## config.mk

```make
export PLATFORM = sky130hd
export DESIGN_NAME = mult_ctrl
export DESIGN_NICKNAME = d
export VERILOG_FILES = /design/src/rtl/mult_ctrl.sv
export SDC_FILE = /design/constraint.sdc
export NUM_CORES = 1
export LEC_CHECK = 0
export ABC_AREA = 1
export CAP_MARGIN = 20
export CORE_MARGIN = 10
export CORE_UTILIZATION = 46
export CTS_CLUSTER_DIAMETER = 150
export DETAILED_ROUTE_END_ITERATION = 7
export PLACE_DENSITY_LB_ADDON = 0.25
export RECOVER_POWER = 25
export SLEW_MARGIN = 0
export SYNTH_ARGS = -nofsm -noshare
export SYNTH_HDL_FRONTEND = slang
export SYNTH_SLANG_ARGS = --single-unit
```

## constraint.sdc

```tcl
create_clock -name i_clk -period 2.6 [get_ports i_clk]
set_clock_uncertainty 0.2 [all_clocks]
set_input_delay 0.26 -clock i_clk [delete_from_list [all_inputs] [get_ports i_clk]]
set_output_delay 0.26 -clock i_clk [all_outputs]
set_load 0.03 [all_outputs]
```

## src/rtl/mult_ctrl.sv

```systemverilog
// Sequential signed 8x8 shift-add multiplier controller: IDLE -> CALC -> DONE.
// Optional MULT_CTRL_EARLY_EXIT_EN ends CALC as soon as the remaining multiplier bits are zero.
module mult_ctrl #(
  parameter int DW = 8,
  parameter int PW = 16
) (
  input  logic          i_clk,
  input  logic          i_rst,
  input  logic          i_start,
  input  logic [DW-1:0] i_multiplicand,
  input  logic [DW-1:0] i_multiplier,
  input  logic          i_ack,
  output logic [PW-1:0] o_product,
  output logic          o_sign,
  output logic          o_stop,
  output logic          o_busy
);

  localparam int CW = (DW > 1) ? $clog2(DW) : 1;

  typedef enum logic [1:0] {
    IDLE = 2'd0,
    CALC = 2'd1,
    DONE = 2'd2
  } state_t;

  state_t        state;
  state_t        state_nxt;
  logic [PW-1:0] mcand;
  logic [PW-1:0] acc;
  logic [PW-1:0] acc_sum;
  logic [DW-1:0] mplier;
  logic [DW-1:0] mag_a;
  logic [DW-1:0] mag_b;
  logic [CW-1:0] cnt;
  logic          sign_r;
  logic          capture;
  logic          last_iter;

  // Magnitudes are unsigned DW-bit values, so -2^(DW-1) maps cleanly to 2^(DW-1).
  always_comb begin
    mag_a = i_multiplicand[DW-1] ? (~i_multiplicand + DW'(1)) : i_multiplicand;
    mag_b = i_multiplier[DW-1]   ? (~i_multiplier   + DW'(1)) : i_multiplier;
  end

  assign acc_sum = mplier[0] ? (acc + mcand) : acc;
  assign capture = i_start && ((state == IDLE) || (state == DONE));

`ifdef MULT_CTRL_EARLY_EXIT_EN
  assign last_iter = (cnt == CW'(DW-1)) || (mplier[DW-1:1] == '0);
`else
  assign last_iter = (cnt == CW'(DW-1));
`endif

  // NOTE: sequential state uses non-blocking assignments so every register
  // samples pre-edge values, independent of block ordering.
  always_ff @(posedge i_clk or posedge i_rst) begin
    if (i_rst) state <= IDLE;
    else       state <= state_nxt;
  end

  // NOTE: the default assignment first keeps this block free of inferred latches.
  always_comb begin
    state_nxt = state;
    case (state)
      IDLE:    if (i_start) state_nxt = CALC;
      CALC:    if (last_iter) state_nxt = DONE;
      DONE: begin
        if (i_start)    state_nxt = CALC;
        else if (i_ack) state_nxt = IDLE;
      end
      default: state_nxt = IDLE;
    endcase
  end

  always_ff @(posedge i_clk or posedge i_rst) begin
    if (i_rst) begin
      mcand     <= '0;
      mplier    <= '0;
      acc       <= '0;
      cnt       <= '0;
      sign_r    <= 1'b0;
      o_product <= '0;
      o_sign    <= 1'b0;
    end else if (capture) begin
      mcand     <= {{(PW-DW){1'b0}}, mag_a};
      mplier    <= mag_b;
      sign_r    <= i_multiplicand[DW-1] ^ i_multiplier[DW-1];
      acc       <= '0;
      cnt       <= '0;
      o_product <= '0;
    end else if (state == CALC) begin
      acc    <= acc_sum;
      mcand  <= mcand << 1;
      mplier <= mplier >> 1;
      cnt    <= cnt + CW'(1);
      if (last_iter) begin
        o_product <= acc_sum;
        // A zero product is never reported as negative.
        o_sign    <= sign_r & (|acc_sum);
      end
    end
  end

  assign o_stop = (state == DONE);
  assign o_busy = (state == CALC);

endmodule

```

==> summary.md, run 1 <==
| Metric | Value |
|---|---|
| Area delta synth->final | 18.31% |
| First-pass GRT wire length | 16980 µm |
| Max Fclk | 425.3 MHz |
| Hold Violations, Final | 0 |
| Hold WS | 0.2592 ns |
| Detailed-route via count | 3574 |
| Synth warnings | 0 |
| Final GP Congestion | 0.8809 |
| Non-Filler Instances | between 600 and 700 |
| Synth Net Count | 571 |
| Final ANT Viol Nets | 0 |
| Clk sinks | 63 |
| Switching part of the total | 48.07% |
| Worst setup EP type | flop |
| Antenna Cells | 0 |
| Initial core utilization | 47.48% |
| Adder-cell share of the synthesized area | under 10% |
| Core Region | between 0.008 and 0.009 mm² |
| Inserted Clock Buffers | 9 |
| Clock root buffer | clkbuf_8 |
| 1st-pass router iterations | 5 |
| Final Slew Violations | 0 |
| Synth top area cells | dfrtp_1 40%, nand2_1 16%, inv_1 7.1%, ha_1 6.1%, o21ai_0 5.9% |
| Post-CTS Setup Inserts | 0 |
| PD cells | 1395 mW/mm² |
| CP Class | reg -> reg |
| Mapped Cells | 531 |
| Worst min path class | in -> reg |
| FF+latch count, synth | 63 |
| P_int | 0.003344 W |
| Relative slew slack | 39.46% |
| Post-layout util | between 50% and 60% |
| Placed cell count | between 600 and 700 |
| Reg area | 0.001577 mm² |
| GRT overflow | 0 |
| Final wirelength | 9982 µm |
| Multiplexer share of the synthesized area | less than 1% |
| Die width | 112.1 µm |
| Synth Area in Simple Gates | 26.88% |
| Max IR drop VDD | 730.3 µV |
| Initial antenna violation count | 0 |
| Number of cell rows | 33 |
| Post-synthesis cell type count | 38 |
| Clock latency on the worst-skew pair | ~0.34 ns |
| Port Buffer Count | 38 |
| # resized after CTS | 0 |
| Combinational Power Share | 58.5% |
| Final setup viols | 0 |
| Wire length per cell | 14.59 µm |
| Compound-Gate Fraction of Synth Area | 14.14% |
| Avg Cell Area, Syn | between 7 and 8 µm² |
| Worst R2R Path Depth | 14 |
| Setup crit end | o_sign |
| Filler cells | ~770 |
| RSZ-0062 raised after global routing | no |
| Vias in the first global route | 3491 |
| Die height | 112.1 µm |
| Worst setup path start | mcand[0] |
| Layout Nets | around 620 |
| Detailed placer's ending HPWL | 7399 µm |
| CTS tree | done |
| Post-synthesis sequential area ratio | 40.41% |
| Seq pwr share | between 20% and 30% |
| Setup_tns | 0 ns |
| Status | completed |
| DR vias/cell | 5.225 |
| Leakage | 2.353 nW |
| Max-cap violations | 0 |
| Overall die area | 0.01256 mm² |
| Main combinational cell family by area after synthesis | simple AND/OR/NAND/NOR gates |
| Least-Margin Pin Slew | roughly 0.91 ns |
| I/O Pins | 39 |
| Tmin final | 2.351 ns |
| Crit Reg-Reg Startpoint | mcand[0] |
| Drt drc | 0 |
| Top cell type's share of synthesized area | between 40% and 50% |
| Psw | a little over 0.003 W |
| Area leader, netlist | dfrtp_1 |
| Worst-path clk slew | roughly 0.07 ns |
| Total GRT Usage | 16.02% |
| Detailed router's first-iteration violation count | 186 |
| Crit path DAT | 2.39 ns |
| XOR/XNOR Fraction of Synth Area | slightly above 2% |
| Terminus of the critical flop-to-flop path | o_sign |
| H-tree depth | 3 |
| Clock Tree Buf Depth | 2 |
| Clock power frac | 14.3% |
| Fin crit share | 90.44% |
| Crit path max fanout | 3 |
| R2R Setup Slk | roughly 0.25 ns |
| Critical Path Source Type | flop |
| Mapped Area | 0.003901 mm² |
| Multi-input gate area | approximately 0.002 mm² |
| Pin count of the biggest net entering global routing | 28 |
| Crit path required time | roughly 2.6 ns |
| Layout cells sized above 1 | 6.390% |
| Hold_buf cts | 0 |
-- layer usage --
layer  track usage [%]  vias to the layer above  wire, µm
met2             25.11                       74      4562
met5                 0                        -         0
li1                  -                     1803         -
met1             21.28                     1688      4793
met4             4.907                        0       108
met3             3.834                        9       518
-- layout by cell type (no fill, tap or decap), types with 4 or more instances in the layout --
cell type	count
clkbuf_8	9
nand4_1	5
nand3_1	35
nor2_1	29
nand2_1	164
o211ai_1	4
buf_4	8
xnor2_1	4
o21ai_0	46
ha_1	19
nor3_1	5
o22ai_1	12
a22o_1	5
xor2_1	5
or2_2	5
a21oi_1	19
dfrtp_1	63
clkdlybuf4s50_1	37
inv_1	74
-- per-stage QoR --
step | power, W | instance area, µm² | setup slack, ns
finish | 0.006439 | 4616 | 0.2485
global route | 0.007065 | 4616 | 0.01116
CTS | 0.006446 | 4618 | 0.2547
detailed placement | 0.005488 | 4408 | 0.2618
global placement | 0.005416 | 4408 | 0.2996
floorplan | 0.004405 | 3901 | 0.4294
-- critical path: stages (launching register included) --
cell and delay, ns:
dfrtp_1 0.40, ha_1 0.25, fa_1 0.43, nand3_1 0.11
nand2_1 0.09, nand2_1 0.07, nand3_1 0.06, nand2_1 0.10
nand3_1 0.09, nor2_1 0.12, nand2_1 0.07, nor2_1 0.09
nand3_1 0.07, nand2_1 0.06, nand2_1 0.04
-- power groups by stage --
stage | Clock [W] | Combinational, W | Sequential, W
2_1_floorplan | 0 | 0.00252 | 0.00188
3_3_place_gp | 0 | 0.00367 | 0.00175
3_5_place_dp | 0 | 0.00373 | 0.00176
4_1_cts | 0.000935 | 0.00377 | 0.00175
5_1_grt | 0.000984 | 0.00428 | 0.00180
6_report | 0.000924 | 0.00377 | 0.00175
-- flip-flops by register name, indices dropped and copies added (netlist names) --
name	flops
sign_r	1
acc	16
mplier	8
mcand	16
cnt	3
o_product	16
o_sign	1
state	2
-- area by class of cell --
cell class	instances	area share, %
clock buffer	9	2.684
clock inverter	6	1.870
inverter	76	6.181
multi-input combinational	377	42.18
sequential	63	34.16
tap	105	2.846
timing repair buffer	48	10.08
-- kinds of logic (layout without fill, tap and decap cells) --
group                    after synthesis  count (layout)
AO/OA/AOI/OAI                         96              96
XOR/XNOR                               9               9
adder cells (fa/ha/maj)               20              20
buffers and inverters                 91             139
flip-flops                            63              63
multiplexers                           1               1
AND/OR/NAND/NOR                      251             251
-- how the worst min path moves through the flow --
| stage | cells after the start | from | slack (ns) | end |
|---|---|---|---|---|
| after floorplan | 1 | i_ack | 0.14 | state[1] |
| after global placement | 2 | mplier[2] | 0.26 | mplier[2] |
| after detailed placement | 2 | mplier[2] | 0.27 | mplier[2] |
| after CTS | 2 | i_rst | 0.08 | cnt[0] |
| after global routing | 2 | i_ack | 0.27 | state[1] |
| final | 2 | i_ack | 0.26 | state[1] |
-- Yosys cell counts --
cell type / n
fa_1: 1
nor2_2: 1
buf_2: 6
o22ai_1: 12
a22oi_1: 1
nand4_1: 5
clkbuf_1: 5
o31ai_1: 2
xor2_1: 5
nand3_2: 1
buf_4: 1
nand2_2: 2
or2_2: 5
o221ai_1: 1
inv_2: 2
o211ai_1: 4
o21ai_0: 46
a22o_1: 5
buf_6: 2
nor2_1: 29
nor3_1: 5
o21ai_1: 1
nor2_4: 1
mux2i_1: 1
or2_0: 1
nand3_1: 35
a211oi_1: 1
o2111ai_1: 1
nand3b_1: 2
clkbuf_8: 1
o41ai_1: 2
a21oi_1: 19
dfrtp_1: 63
ha_1: 19
inv_1: 74
o21a_1: 1
nand2_1: 164
xnor2_1: 4
Note: power is estimated with default switching activity, not from simulation.
==> run 2, diff against run 1 <==
--- a/config.mk
+++ b/config.mk
@@ -11,9 +11,10 @@
 export CORE_UTILIZATION = 46
 export CTS_CLUSTER_DIAMETER = 150
 export DETAILED_ROUTE_END_ITERATION = 7
+export GPL_TIMING_DRIVEN = 0
 export PLACE_DENSITY_LB_ADDON = 0.25
 export RECOVER_POWER = 25
-export SLEW_MARGIN = 0
+export SLEW_MARGIN = 20
 export SYNTH_ARGS = -nofsm -noshare
 export SYNTH_HDL_FRONTEND = slang
 export SYNTH_SLANG_ARGS = --single-unit
==> summary.md, run 2 (synthesized netlist as in run 1, its figures left out) <==
| Metric | Value |
|---|---|
| Leading registers by flop count | acc: 16 flops, mcand: 16 flops, o_product: 16 flops |
| RSZ-0062 raised after global routing | no |
| Reg area | 0.001577 mm² (unchanged) |
| Max-cap violations | 0 (unchanged) |
| Hold Violations, Final | 0 (unchanged) |
| Non-Filler Instances | 693 (+1.3%) |
| DR vias/cell | 5.319 (+1.8%) |
| Final ANT Viol Nets | 0 (unchanged) |
| Commonest cells after routing, fill and taps aside | 162 x nand2_1, 73 x inv_1, 63 x dfrtp_1 |
| Pin count of the biggest net entering global routing | 50 (+79%) |
| Placed inst area | 0.004443 mm² (+0.79%) |
| Crit path cell chain | ha_2 -> fa_2 -> nand3_1 -> nand2_1 -> nand2_1 -> nand3_1 -> nand2_1 -> nand3_1 -> nor2_1 -> nand2_1 -> nor2_2 -> nand3_1 -> nand2_1 -> nand2_1 |
| Number of cell rows | 33 (unchanged) |
| Wire length per cell | 14.66 µm (+0.48%) |
| H-tree depth | 3 (unchanged) |
| Vias in the first global route | 3536 (+1.3%) |
| Overall die area | 0.01256 mm² (unchanged) |
| Area delta synth->final | 19.85% |
| Delay-heaviest family, CP | simple AND/OR/NAND/NOR gates |
| Port Buffer Count | 38 (unchanged) |
| Antenna Cells | 0 (unchanged) |
| Inserted Clock Buffers | 9 (unchanged) |
| Least-Margin Pin Slew | 0.6540 ns (-0.2531 ns) |
| CP Class | reg -> reg |
| Layout cells sized above 1 | 7.483% (+1.1 points) |
| Die width | 112.1 µm (unchanged) |
| Clock root buffer | clkbuf_8 |
| PD cells | 1409 mW/mm² (+0.98%) |
| CTS tree | done |
| Crit path max fanout | 3 (unchanged) |
| Cell mode on critical path | nand2_1 |
| Detailed placer's ending HPWL | 7813 µm (+5.6%) |
| First-pass GRT wire length | 16870 µm (-0.65%) |
| CP max stage delay | 0.40 ns (-0.03 ns) |
| Status | completed |
| Final Slew Violations | 0 (unchanged) |
| Initial antenna violation count | 0 (unchanged) |
| CP Buf/Inv Count | 0 (unchanged) |
| Worst setup EP type | flop |
| 1st-pass router iterations | 5 (unchanged) |
| Max IR drop VDD | 804.6 µV (+10%) |
| Most common cell after layout, fill and taps aside | nand2_1 |
| Multi-input gate area | 0.001959 mm² (+0.64%) |
| Drt drc | 0 (unchanged) |
| Filler cells | 751 (-2.8%) |
| Crit path DAT | 2.48 ns (+0.09 ns) |
| Final setup viols | 0 (unchanged) |
| Core Region | 0.008217 mm² (unchanged) |
| Fin crit share | 94.37% (+3.9 points) |
| Tot Pwr | 0.006586 W (+2.3%) |
| Leakage | 2.370 nW (+0.73%) |
| Clk sinks | 63 (unchanged) |
| Total GRT Usage | 16.00% (-0.017 points) |
| Final GP Congestion | 0.8878 (+0.78%) |
| Clock Tree Buf Depth | 2 (unchanged) |
| Clock latency on the worst-skew pair | 0.34 ns (about the same) |
| Layout Nets | 623 (+1.3%) |
| Placed cell count | 675 (+0.90%) |
| Setup_tns | 0 ns (unchanged) |
| Post-route cell area | 0.004676 mm² (+1.3%) |
| Crit-path slowest cell | dfrtp_1 |
| Crit path required time | 2.63 ns (about the same) |
| Initial core utilization | 47.48% (unchanged) |
| Final wirelength | 10160 µm (+1.8%) |
| I/O Pins | 39 (unchanged) |
| Die height | 112.1 µm (unchanged) |
| Worst-path clk slew | 0.07 ns (about the same) |
| Critical Path Source Type | flop |
| Detailed router's first-iteration violation count | 284 (+53%) |
| Worst min path class | in -> reg |
| Tmin final | 2.454 ns (+0.1021 ns) |
| Detailed-route via count | 3686 (+3.1%) |
| Max Fclk | 407.6 MHz (-4.2%) |
| GRT overflow | 0 (unchanged) |
| Relative slew slack | 56.40% (+17 points) |
[run 2: cell types whose count changed in the layout (fill, tap and decap cells not counted), sizes merged]
cell,previous run,this run
dlygate4sd3,1,2
clkbuf,10,20
clkinv,3,1
buf,9,10
inv,76,75
[run 2: final timing paths]
path	start	to	slack [ns]	cells past startpoint
max	mcand[0]	o_sign	0.15	14
min	i_ack	state[1]	0.28	2
max reg2reg	mcand[0]	o_sign	0.15	14
min reg2reg	mplier[2]	mplier[2]	0.29	2
max in group asynchronous	i_rst	acc[1]	0.34	4
min in group asynchronous	i_rst	o_product[14]	0.78	3
[run 2: final cells by class]
| type | count | share of cell area, % |
|---|---|---|
| tap | 105 | 2.810 |
| timing repair buffer | 41 | 8.670 |
| clock inverter | 3 | 1.391 |
| buffer | 15 | 1.980 |
| clock buffer | 13 | 3.398 |
| sequential | 63 | 33.72 |
| multi-input combinational | 377 | 41.91 |
| inverter | 76 | 6.128 |
[run 2: metrics by stage]
stage	worst slack [ns]	utilization (%)	hold slack [ns]
2_1_floorplan	0.4294	-	0.1440
3_3_place_gp	-0.5113	53.71	0.2604
3_5_place_dp	0.1050	54.07	0.2650
4_1_cts	0.02202	56.92	0.2781
5_1_grt	0.008475	56.91	0.2992
6_report	0.1464	56.91	0.2751
[run 2: report_power, final]
group	internal [W]	switching, W	leakage [nW]	total, W
Clock	0.000592	0.000366	0.114	0.000958
Sequential	0.00143	0.000309	0.809	0.00174
Combinational	0.00141	0.00248	1.45	0.00389
Total	0.00343	0.00316	2.37	0.00659
[run 2: repair_timing]
| item | 4_1_cts | 5_1_grt |
|---|---|---|
| hold endpoints to repair | 9 | 0 |
| resized for setup | 0 | 5 |
| setup endpoints to repair | 0 | 1 |
| setup buffers | 0 | 1 |
| hold buffers | 1 | 0 |
[run 2: routing by layer]
metal  track usage, %  vias to the layer above  routed length, µm
li1                 -                     1822                  -
met1            20.32                     1754               4660
met2            26.19                       93               4719
met3            4.207                       17                608
met4            4.399                        0                174
met5                0                        -                  0
[run 2: worst reg2reg max path, cell delays in order, from the launching register on]
cell and delay (ns):
dfrtp_1 0.40, ha_2 0.22, fa_2 0.38, nand3_1 0.10, nand2_1 0.11, nand2_1 0.08, nand3_1 0.07, nand2_1 0.16
nand3_1 0.11, nor2_1 0.11, nand2_1 0.08, nor2_2 0.12, nand3_1 0.08, nand2_1 0.08, nand2_1 0.05
==> run 3, diff against run 2 <==
--- a/config.mk
+++ b/config.mk
@@ -13,7 +13,7 @@
 export DETAILED_ROUTE_END_ITERATION = 7
 export GPL_TIMING_DRIVEN = 0
 export PLACE_DENSITY_LB_ADDON = 0.25
-export RECOVER_POWER = 25
+export RECOVER_POWER = 50
 export SLEW_MARGIN = 20
 export SYNTH_ARGS = -nofsm -noshare
 export SYNTH_HDL_FRONTEND = slang
==> constraint.sdc (replaced) <==
create_clock -name i_clk -period 2.1 [get_ports i_clk]
set_clock_uncertainty 0.2 [all_clocks]
set_input_delay 0.21 -clock i_clk [delete_from_list [all_inputs] [get_ports i_clk]]
set_output_delay 0.21 -clock i_clk [all_outputs]
set_load 0.03 [all_outputs]
==> summary.md, run 3 (synthesized netlist as in run 1, its figures left out) <==
| Metric | Value |
|---|---|
| Filler cells | 720 (-4.1%) |
| Crit path DAT | 2.43 ns (-0.05 ns) |
| Final setup viols | 8 (+8) |
| Tot Pwr | 0.008930 W (+36%) |
| Die width | 112.1 µm (unchanged) |
| 1st-pass router iterations | 5 (unchanged) |
| Clock power frac | 11.8% (-2.7 points) |
| Port Buffer Count | 38 (unchanged) |
| Drt drc | 0 (unchanged) |
| Detailed-route via count | 3782 (+2.6%) |
| Multi-input gate area | 0.002207 mm² (+13%) |
| Final wirelength | 10710 µm (+5.4%) |
| Post-route cell area | 0.004987 mm² (+6.7%) |
| Clock latency on the worst-skew pair | 0.34 ns (about the same) |
| Commonest cells after routing, fill and taps aside | 142 x nand2_1, 73 x inv_1, 62 x dfrtp_1 |
| Worst min path class | in -> reg |
| Initial core utilization | 47.48% (unchanged) |
| Antenna Cells | 0 (unchanged) |
| Clock Tree Buf Depth | 2 (unchanged) |
| Detailed router's first-iteration violation count | 283 (-0.35%) |
| Most common cell after layout, fill and taps aside | nand2_1 |
| I/O Pins | 39 (unchanged) |
| Die height | 112.1 µm (unchanged) |
| Psw | 0.004356 W (+38%) |
| Layout cells sized above 1 | 18.20% (+11 points) |
| Total GRT Usage | 16.83% (+0.83 points) |
| GRT overflow | 0 (unchanged) |
| Overall die area | 0.01256 mm² (unchanged) |
| Status | finished, violations left |
| Layout Nets | 634 (+1.8%) |
| Vias in the first global route | 3693 (+4.4%) |
| Clock root buffer | clkbuf_8 |
| Max IR drop VDD | 895.0 µV (+11%) |
| Worst setup EP type | flop |
| Least-Margin Pin Slew | 0.7009 ns (+0.04688 ns) |
| Final ANT Viol Nets | 0 (unchanged) |
| Detailed placer's ending HPWL | 7744 µm (-0.88%) |
| Seq pwr share | 24.8% (-1.6 points) |
| Hold Violations, Final | 0 (unchanged) |
| Combinational Power Share | 63.4% (+4.3 points) |
| Number of cell rows | 33 (unchanged) |
| Leakage | 2.435 nW (+2.7%) |
| Tmin final | 2.397 ns (-0.05628 ns) |
| Leading registers by flop count | acc: 16 flops, mcand: 16 flops, o_product: 16 flops |
| First-pass GRT wire length | 17830 µm (+5.7%) |
| CP Class | reg -> reg |
| Fin crit share | 114.2% (+20 points) |
| Clk sinks | 63 (unchanged) |
| H-tree depth | 3 (unchanged) |
| Relative slew slack | 53.02% (-3.4 points) |
| Inserted Clock Buffers | 9 (unchanged) |
| Setup slack after layout | -0.2973 ns (-0.4437 ns) |
| Max Fclk | 417.1 MHz (+2.3%) |
| Core Region | 0.008217 mm² (unchanged) |
| DR vias/cell | 5.372 (+1.0%) |
| RSZ-0062 raised after global routing | yes |
| Switching part of the total | 48.78% (+0.84 points) |
| Worst-path clk slew | 0.07 ns (about the same) |
| Placed inst area | 0.004448 mm² (+0.11%) |
| Max-cap violations | 0 (unchanged) |
| Critical Path Source Type | flop |
| PD cells | 1791 mW/mm² (+27%) |
| P_int | 0.004574 W (+33%) |
| Final Slew Violations | 0 (unchanged) |
| Final GP Congestion | 0.9006 (+1.4%) |
| Post-place setup slack | -0.3143 ns (-0.4193 ns) |
| Reg area | 0.001578 mm² (about the same) |
| CTS tree | done |
| Pin count of the biggest net entering global routing | 49 (-2.0%) |
| Wire length per cell | 15.22 µm (+3.8%) |
| Crit path max fanout | 3 (unchanged) |
| Initial antenna violation count | 0 (unchanged) |
| Crit path required time | 2.13 ns (-0.50 ns) |
| Failing checks | negative setup slack |
| Area delta synth->final | 27.84% |
## run 3: cell types whose count changed in the layout (fill, tap and decap cells not counted), sizes merged
cell,before,now
clkdlybuf4s50,37,36
clkbuf,20,17
dlygate4sd2,0,1
clkinvlp,1,3
buf,10,21
clkinv,1,3
bufinv,2,1
## run 3: worst paths after layout
path                       slack, ns       endpoint  cells after the start      from
max                            -0.30         o_sign                     16  mcand[0]
min                             0.23       state[1]                      2     i_ack
max reg2reg                    -0.30         o_sign                     16  mcand[0]
min reg2reg                     0.28         cnt[0]                      1    cnt[0]
max in group asynchronous       0.12       mcand[6]                      4     i_rst
min in group asynchronous       0.74  o_product[12]                      3     i_rst
## run 3: what timing repair did
action	in CTS	in global routing
hold buffers	1	0
buffers inserted	8	4
endpoints found under the setup margin	12	27
endpoints found under the hold margin	15	0
gates resized for setup	25	46
pin swaps	8	9
## run 3: per-layer routing
layer / part of all wire [%] / track usage (%)
met5: 0 / 0
met4: 1.2 / 4.146
met3: 5.9 / 4.100
met2: 47 / 27.11
met1: 46 / 22.11
## run 3: cell type report
class / instances / area share (%)
multi-input cells: 377 / 44.25
repair buffers: 52 / 9.834
well taps: 105 / 2.634
clock inverters: 6 / 1.204
clock buffers: 10 / 2.760
plain buffers: 15 / 1.932
inverters: 76 / 5.745
flip-flops and latches: 63 / 31.64
## run 3: worst max-delay path, cell delays in order, from the launching register on
cell and delay (ns):
dfrtp_1 0.40, ha_2 0.21, fa_2 0.40, nand2_2 0.10, nand2_2 0.06, nand3_2 0.09, nand2_2 0.09, nand2_2 0.09
nand2_2 0.05, nand2_2 0.07, nand3_2 0.08, nand2_2 0.09, nand2_2 0.05, nor2_1 0.10, nand3_1 0.07, nand2_1 0.07
nand2_1 0.05
## run 3: through the flow
stage                     TNS, ns  hold WS (ns)  util (%)  instances
final                      -1.249        0.2259     60.70        704
after floorplan                 0       0.09403         -        531
after global placement     -61.78        0.2602     53.77        674
after detailed placement  -0.7271        0.2722     54.13        675
after global routing       -5.720        0.2344     60.70        704
after CTS                 -0.7460        0.2229     58.64        700
## run 3: power by group through the flow
| stage | clock network, W | logic (W) | registers (W) |
|---|---|---|---|
| finish | 0.00105 | 0.00566 | 0.00222 |
| CTS | 0.00106 | 0.00515 | 0.00218 |
| global route | 0.00113 | 0.00629 | 0.00228 |
| floorplan | 0 | 0.00313 | 0.00233 |
| detailed placement | 0 | 0.00473 | 0.00215 |
| global placement | 0 | 0.00461 | 0.00215 |
